`src/rtl/seg7_scan_decoder.sv`:
```
// Loopback monitor for a multiplexed 4-digit seven-segment display: recovers HH:MM digits from the active-low scan lines.
// Optional SEG7_DEC_STATS_EN adds err_count / frame_count statistics outputs.
module seg7_scan_decoder #(
   parameter int SETTLE_CYCLES  = 16,
   parameter int TIMEOUT_CYCLES = 200_000,
   parameter int TMR_W          = 18
) (
   input  logic       clk_100Mhz,
   input  logic       reset,
   input  logic [0:6] seg,
   input  logic [3:0] an,
   output logic [2:0] hrs_tens,
   output logic [3:0] hrs_ones,
   output logic [2:0] mins_tens,
   output logic [3:0] mins_ones,
   output logic [3:0] digit_valid,
   output logic       frame_valid,
   output logic       frame_done,
   output logic       decode_err,
   output logic       scan_stall
`ifdef SEG7_DEC_STATS_EN
   ,
   output logic [7:0]  err_count,
   output logic [15:0] frame_count
`endif
);

   localparam logic [TMR_W-1:0] SETTLE_LAST = TMR_W'(SETTLE_CYCLES - 1);
   localparam logic [TMR_W-1:0] TMO_LAST    = TMR_W'(TIMEOUT_CYCLES - 1);
   localparam logic [TMR_W-1:0] TMO_MAX     = TMR_W'(TIMEOUT_CYCLES);

   typedef enum logic [1:0] {IDLE, SETTLE, HOLD} state_t;

   state_t           state;
   logic [0:6]       seg_meta, s_seg, seg_prev;
   logic [3:0]       an_meta, s_an, an_prev;
   logic [TMR_W-1:0] settle_cnt, tmo_cnt;
   logic             an_chg, seg_chg, timeout_hit;
   logic             pos_ok;
   logic [1:0]       pos;
   logic             seg_blank, seg_digit;
   logic [3:0]       seg_val;
   logic             pat_legal;
   logic             capture_fire;
   logic [3:0]       valid_next;

   // Two-flop synchronizers plus a history stage; idle lines are all-high.
   always_ff @(posedge clk_100Mhz or posedge reset) begin
      if (reset) begin
         seg_meta <= '1;
         s_seg    <= '1;
         seg_prev <= '1;
         an_meta  <= '1;
         s_an     <= '1;
         an_prev  <= '1;
      end else begin
         seg_meta <= seg;
         s_seg    <= seg_meta;
         seg_prev <= s_seg;
         an_meta  <= an;
         s_an     <= an_meta;
         an_prev  <= s_an;
      end
   end

   assign an_chg      = (s_an != an_prev);
   assign seg_chg     = (s_seg != seg_prev);
   assign timeout_hit = !an_chg && (tmo_cnt == TMO_LAST);

   always_comb begin
      seg_blank = 1'b0;
      seg_digit = 1'b1;
      seg_val   = 4'd0;
      case (s_seg)
         7'b1111111: begin seg_blank = 1'b1; seg_digit = 1'b0; end
         7'b0000001: seg_val = 4'd0;
         7'b1001111: seg_val = 4'd1;
         7'b0010010: seg_val = 4'd2;
         7'b0000110: seg_val = 4'd3;
         7'b1001100: seg_val = 4'd4;
         7'b0100100: seg_val = 4'd5;
         7'b0100000: seg_val = 4'd6;
         7'b0001111: seg_val = 4'd7;
         7'b0000000: seg_val = 4'd8;
         7'b0000100: seg_val = 4'd9;
         default:    seg_digit = 1'b0;
      endcase
   end

   // pos 3 = hrs_tens ... pos 0 = mins_ones, matching digit_valid bit order.
   always_comb begin
      pos_ok = 1'b1;
      pos    = 2'd0;
      case (s_an)
         4'b0111: pos = 2'd3;
         4'b1011: pos = 2'd2;
         4'b1101: pos = 2'd1;
         4'b1110: pos = 2'd0;
         default: pos_ok = 1'b0;
      endcase
   end

   // A blank leading hours digit reads as zero; seg_val is already 0 for blank.
   always_comb begin
      case (pos)
         2'd3:    pat_legal = seg_blank || (seg_digit && (seg_val == 4'd1));
         2'd1:    pat_legal = seg_digit && (seg_val <= 4'd5);
         default: pat_legal = seg_digit;
      endcase
   end

   assign capture_fire = (state == SETTLE) && pos_ok && !an_chg && !seg_chg &&
                         (settle_cnt == SETTLE_LAST) && !timeout_hit;

   always_comb begin
      valid_next = digit_valid;
      if (timeout_hit)
         valid_next = 4'b0000;
      else if (capture_fire)
         valid_next[pos] = pat_legal;
   end

   always_ff @(posedge clk_100Mhz or posedge reset) begin
      if (reset) begin
         state       <= IDLE;
         settle_cnt  <= '0;
         tmo_cnt     <= '0;
         hrs_tens    <= '0;
         hrs_ones    <= '0;
         mins_tens   <= '0;
         mins_ones   <= '0;
         digit_valid <= '0;
         frame_valid <= 1'b0;
         frame_done  <= 1'b0;
         decode_err  <= 1'b0;
         scan_stall  <= 1'b0;
      end else begin
         digit_valid <= valid_next;
         frame_valid <= &valid_next;
         decode_err  <= capture_fire && !pat_legal;
         frame_done  <= capture_fire && pat_legal && (pos == 2'd0) && (&valid_next);

         if (capture_fire && pat_legal) begin
            case (pos)
               2'd3:    hrs_tens  <= seg_val[2:0];
               2'd2:    hrs_ones  <= seg_val;
               2'd1:    mins_tens <= seg_val[2:0];
               default: mins_ones <= seg_val;
            endcase
         end

         // Stall watchdog saturates after firing so it triggers once per stall.
         if (an_chg) begin
            tmo_cnt    <= '0;
            scan_stall <= 1'b0;
         end else if (timeout_hit) begin
            tmo_cnt    <= TMO_MAX;
            scan_stall <= 1'b1;
         end else if (tmo_cnt != TMO_MAX) begin
            tmo_cnt <= tmo_cnt + 1'b1;
         end

         if (timeout_hit) begin
            state      <= IDLE;
            settle_cnt <= '0;
         end else begin
            case (state)
               IDLE: begin
                  // While stalled, wait for fresh anode activity before capturing again.
                  if (pos_ok && (!scan_stall || an_chg)) begin
                     state      <= SETTLE;
                     settle_cnt <= '0;
                  end
               end
               SETTLE: begin
                  if (!pos_ok)
                     state <= IDLE;
                  else if (an_chg || seg_chg)
                     settle_cnt <= '0;
                  else if (settle_cnt == SETTLE_LAST)
                     state <= HOLD;
                  else
                     settle_cnt <= settle_cnt + 1'b1;
               end
               HOLD: begin
                  if (an_chg) begin
                     state      <= pos_ok ? SETTLE : IDLE;
                     settle_cnt <= '0;
                  end else if (seg_chg) begin
                     state      <= SETTLE;
                     settle_cnt <= '0;
                  end
               end
               default: state <= IDLE;
            endcase
         end
      end
   end

`ifdef SEG7_DEC_STATS_EN
   always_ff @(posedge clk_100Mhz or posedge reset) begin
      if (reset) begin
         err_count   <= '0;
         frame_count <= '0;
      end else begin
         if (decode_err && (err_count != 8'hFF))
            err_count <= err_count + 1'b1;
         if (frame_done)
            frame_count <= frame_count + 1'b1;
      end
   end
`else
   // Statistics counters are not built in this configuration.
`endif

endmodule
```
`config.mk`:
```
export PLATFORM = sky130hd
export DESIGN_NAME = seg7_scan_decoder
export DESIGN_NICKNAME = d
export VERILOG_FILES = /design/src/rtl/seg7_scan_decoder.sv
export SDC_FILE = /design/constraint.sdc
export NUM_CORES = 1
export LEC_CHECK = 0
export BUFFER_PORTS_ARGS = -buffer_cell sky130_fd_sc_hd__buf_2
export CAP_MARGIN = 20
export CORE_MARGIN = 2
export CORE_UTILIZATION = 40
export CTS_CLUSTER_DIAMETER = 60
export CTS_CLUSTER_SIZE = 30
export DETAILED_ROUTE_END_ITERATION = 6
export PLACE_DENSITY = 0.66
export RECOVER_POWER = 50
export SLEW_MARGIN = 15
export SYNTH_ARGS = -nofsm -noshare
export SYNTH_HDL_FRONTEND = slang
export SYNTH_SLANG_ARGS = --single-unit
```
`constraint.sdc`:
```
create_clock -name clk_100Mhz -period 8.8 [get_ports clk_100Mhz]
set_clock_uncertainty 0.15 [all_clocks]
set_input_delay 0.88 -clock clk_100Mhz [delete_from_list [all_inputs] [get_ports clk_100Mhz]]
set_output_delay 0.88 -clock clk_100Mhz [all_outputs]
set_load 0.05 [all_outputs]
```
# [Word level (Yosys, flattened, before mapping)]
# Cells that the tools add are included.
[op_classes] n_addsub=2 order_cmp=3 n_eq_ne=31 mux=33 bitwise_logic=1 n_reduce_logical=38
[op_table] op="two-way mux 18 bit" n=10
[op_table] op="one-hot mux 18 bit (3 select lines)" n=1
[op_table] op="adder 18 x 1 -> 18 bit (second input constant)" n=2
[op_table] op="one-hot mux 4 bit (9 select lines)" n=1
[op_table] op="equality test 7 bit (second input constant)" n=3
[op_table] op="equality test 18 bit (second input constant)" n=1
[op_table] op="equality test 18 x 4 -> 1 bit (second input constant)" n=1
[op_table] op="!= test 18 bit (second input constant)" n=1
[op_table] op="equality test 7 x 3 -> 1 bit (second input constant)" n=2
[op_table] op="equality test 7 x 6 -> 1 bit (second input constant)" n=2
[op_table] op="logical AND 1 bit" n=14
[op_table] op="two-way mux 2 bit" n=7
[op_table] op="equality test 4 bit (second input constant)" n=3
[op_table] op="one-hot mux 2 bit (3 select lines)" n=2
[op_table] op="OR reduction 10 bit" n=1
[op_table] op="two-way mux 4 bit" n=2
[op_table] op="!= test 4 x 3 -> 1 bit (second input constant)" n=2
[op_table] op="!= test 4 bit (second input constant)" n=2
[op_table] op="AND reduction 2 bit" n=4
[op_table] op="AND reduction 4 bit" n=2
[op_table] op="equality test 7 x 1 -> 1 bit (second input constant)" n=1
[op_table] op="equality test 7 x 4 -> 1 bit (second input constant)" n=1
[op_table] op="equality test 7 x 5 -> 1 bit (second input constant)" n=1
[op_table] op="zero test 7 bit" n=1
[op_table] op="24 further kinds" n=41
[word_totals] register_bits=93 in_bits=13 output_inout_bits=22 wordCells=126

# [Longest topological paths before layout]
[logic_depth] depth_word=12 depth_mapped=10 mapped_depth_nobuf=8

# [Worst setup path before layout]
# Ideal clock, no wire load.
[synth_timing] path_type="register to register" from="reg s_seg[2] (netlist name)" to="reg hrs_ones[0]" setup_ns=0.125 arrival_time_ns=2.423 t_required_ns=8.525 slack_ns=6.102 stages_incl_launch_ff=9 n_path_buf=1 period_less_slack_ns=2.698 cell_sequence="dfstp_2 > buf_4 > nand2b_2 > a2111oi_1 > or3_2 > o311a_4 > nor2_8 > o2111ai_4 > mux2_4"
[synth_between] elab_chain_cells=8 elab_cells_between_ends=28 cone_classes="order compare (1); eq/ne (12); mux (4); reduce/logical (11)"
[synth_lines] element="start: declaration" line="35" text="logic [0:6] seg_meta, s_seg, seg_prev;"
[synth_lines] element="start signal: assignment" line="58" text="s_seg <= seg_meta;"
[synth_lines] element="parallel branches: the longest is 8 deep, another holds less-or-equal comparator 4 x 3 -> 1 bit"
[synth_lines] element="end signal: assignment" line="146" text="2'd2: hrs_ones <= seg_val;"
[synth_lines] element="end: declaration" line="13" text="output logic [3:0] hrs_ones,"
# Parallel ways; which one is timed is not known.
# A chain may end at the register's enable or synchronous reset.

==> flow_metrics.tcl <==
set metrics [dict create \
    powerDensity_nw_per_um2 160 \
    finalSetupViolCount 0 \
    place_congestion 0.796 \
    outcome "complete, but fails checks" \
    n_antenna_cell 0 \
    drtAntennaViolNets 0 \
    io_buffers 34 \
    postCtsResizedCells 0 \
    rows 38 \
    synthArstFlopShare_pct 100 \
    grt_pass1_wl_um 14900 \
    synth_cell_types 62 \
    cts_sinks 93 \
    dr.pass1.iters 4 \
    relSlewSlack_pct -55.8 \
    drc_errors 0 \
    fin_setup_tns_ns 0 \
    multiInputGateArea_um2 1950 \
    io-pin-count 35 \
    initial_core_util_pct 41.1 \
    wl_per_cell_um 14.7 \
    ys_warn_count 0 \
    vias_per_cell 5.43 \
    syn_nets 427 \
    wirelength_um 8670 \
    first_global_vias 3069 \
    mappedNetlistArea_um2 4460 \
    h-tree-depth 3 \
    antenna_found_initial 0 \
    die_area_um2 12000 \
    finalCriticalPeriod_ns 4.64 \
    synthFlopType "dfrtp_1" \
    cts_tree "yes" \
    fillers 1016 \
    yosysSeqAreaShare_pct 53.1 \
    worstSetupPathType "in -> async" \
    synth_top_area_share_pct 33.7 \
    yosys-top-cells-area "dfrtp_1, dfstp_2, nor2_1" \
    avgSynthCellArea_um2 10.8 \
    drv_cap 2 \
    area_growth_pct 10.7 \
    power_mw 0.788 \
    core_um2 10800 \
    cts_setup_buffers 0 \
    dieHeight_um 110 \
    start_kind "input pin" \
    cp_max_fo 44 \
    layout.nets 459 \
    synth-seq-cells 93 \
    yosysTopAreaCell "dfrtp_1" \
    netlist_instances 411 \
    synth_edf_count 0 \
    fmax_ghz 0.216 \
    hold_buffers 0 \
    grt_start_max_net_pins 83 \
    drive_gt1_share_pct 22.3 \
    rsz0062_at_grt "no" \
    clockBufferDepth 2 \
    die_w_um 110 \
    grtUsageTotal_pct 15.9 \
    drtIter0Drc 186 \
    clk_latency_ns 0.37 \
    ir_drop_uv 121 \
    min-delay-path-class "reg -> reg" \
    seq_area_um2 2370 \
    fin_crit_sh_pct 52.7 \
    cts.clk_slew.worst_paths_ns 0.09 \
    p_leak_nw 2.15 \
    cts_made_buffers 9 \
    arrival_ns 4.49 \
    grt_overflow_total 0 \
    maxSlewViolCount 85 \
    violations "capacitance limit, slew limit" \
    via_count 3195 \
    finalHoldViolCount 0 \
    hpwl_um 5990 \
    root_buffer "clkbuf_8" \
    end_kind "asynchronous set/reset pin" \
    critPathRequiredTime_ns 8.65 \
    max_slew.worst_pin.slew_ns 2.34 \
]
-- Yosys cell counts, types with 9 or more instances --
library cell / n
nor2_1: 42
a21oi_1: 10
o21ai_1: 26
xor2_1: 14
xnor2_1: 14
and3_1: 12
dfstp_2: 33
inv_1: 12
dfrtp_1: 60
nor3_1: 9
nand2_1: 25
nand3_1: 23
-- kinds of logic after synthesis --
kind of cell               Yosys count  share of synthesized area, %
adders and majority gates            3                         0.842
AOI/OAI and AO/OA                   65                          9.66
xor gates and xnor gates            28                          5.50
and+or+nand+nor                    178                          23.7
DFF                                 93                          53.1
buffers and inverters               29                          3.14
muxes                               15                          4.04
-- final timing paths --
kind / start / endpoint / slack, ns / cells after the start
min in group asynchronous: reset / seg_meta[5] / 0.60 / 2
worst min-delay path: an_meta[3] / s_an[3] / 0.22 / 0
worst min register to register: an_meta[3] / s_an[3] / 0.22 / 0
max in group clk_100Mhz: s_an[1] / settle_cnt[9] / 5.06 / 7
worst max-delay path: reset / settle_cnt[8] / 4.16 / 4
worst max register to register: s_an[1] / settle_cnt[9] / 5.06 / 7
-- cells in the final DEF (no fill, tap or decap), types with 12 or more instances in the layout --
cell type and instances:
buf_2 34, nand3_1 23, nor2_1 42, and3_1 12
dfrtp_1 60, nand2_1 25, xnor2_1 14, o21ai_1 26
dfstp_2 22, xor2_1 14
-- where the power goes --
group	leakage [nW]	total, mW	internal [mW]	switching, mW
logic	0.870	0.0385	0.0137	0.0248
clock network	0.103	0.298	0.136	0.162
registers	1.18	0.452	0.441	0.0108
-- per-stage QoR --
| step | utilization, % | setup WS [ns] | cell area, um^2 | cells | hold slack, ns |
|---|---|---|---|---|---|
| final | 45.5 | 4.16 | 4930 | 588 | 0.215 |
| after global routing | 45.5 | 3.24 | 4930 | 588 | 0.219 |
| after CTS | 45.5 | 5.16 | 4930 | 586 | 0.211 |
| after detailed placement | 43.6 | 5.19 | 4720 | 570 | 0.197 |
| after global placement | 43.6 | 5.44 | 4720 | 570 | 0.195 |
| after floorplan | - | 5.40 | 4460 | 411 | 0.195 |
-- sequential cells by signal, summed over array words and instances (netlist names), 7 cells and up --
signal,count
seg_meta,7
s_seg,7
tmo_cnt,18
settle_cnt,18
seg_prev,7
-- final cells by class --
type                    count  area share, %
clock inverters             7           1.62
inverters                  12          0.938
multi-input cells         289           39.5
flip-flops and latches     93           48.0
clock buffers               9           2.51
well taps                 140           3.55
repair buffers             38           3.90
-- critical path, cell delays in order --
cell and delay, ns:
buf_2 0.10, clkinvlp_2 0.28, clkbuf_1 1.43, clkbuf_1 1.75
-- metal layers --
layer / share of wire, % / vias to the layer above / global-route usage [%]
li1: - / 1537 / -
met2: 48 / 48 / 25.1
met5: 0 / - / 0
met4: 1.2 / 0 / 5.06
met3: 2.8 / 11 / 3.26
met1: 48 / 1599 / 21.8
Power figures use the tool's default switching activity.
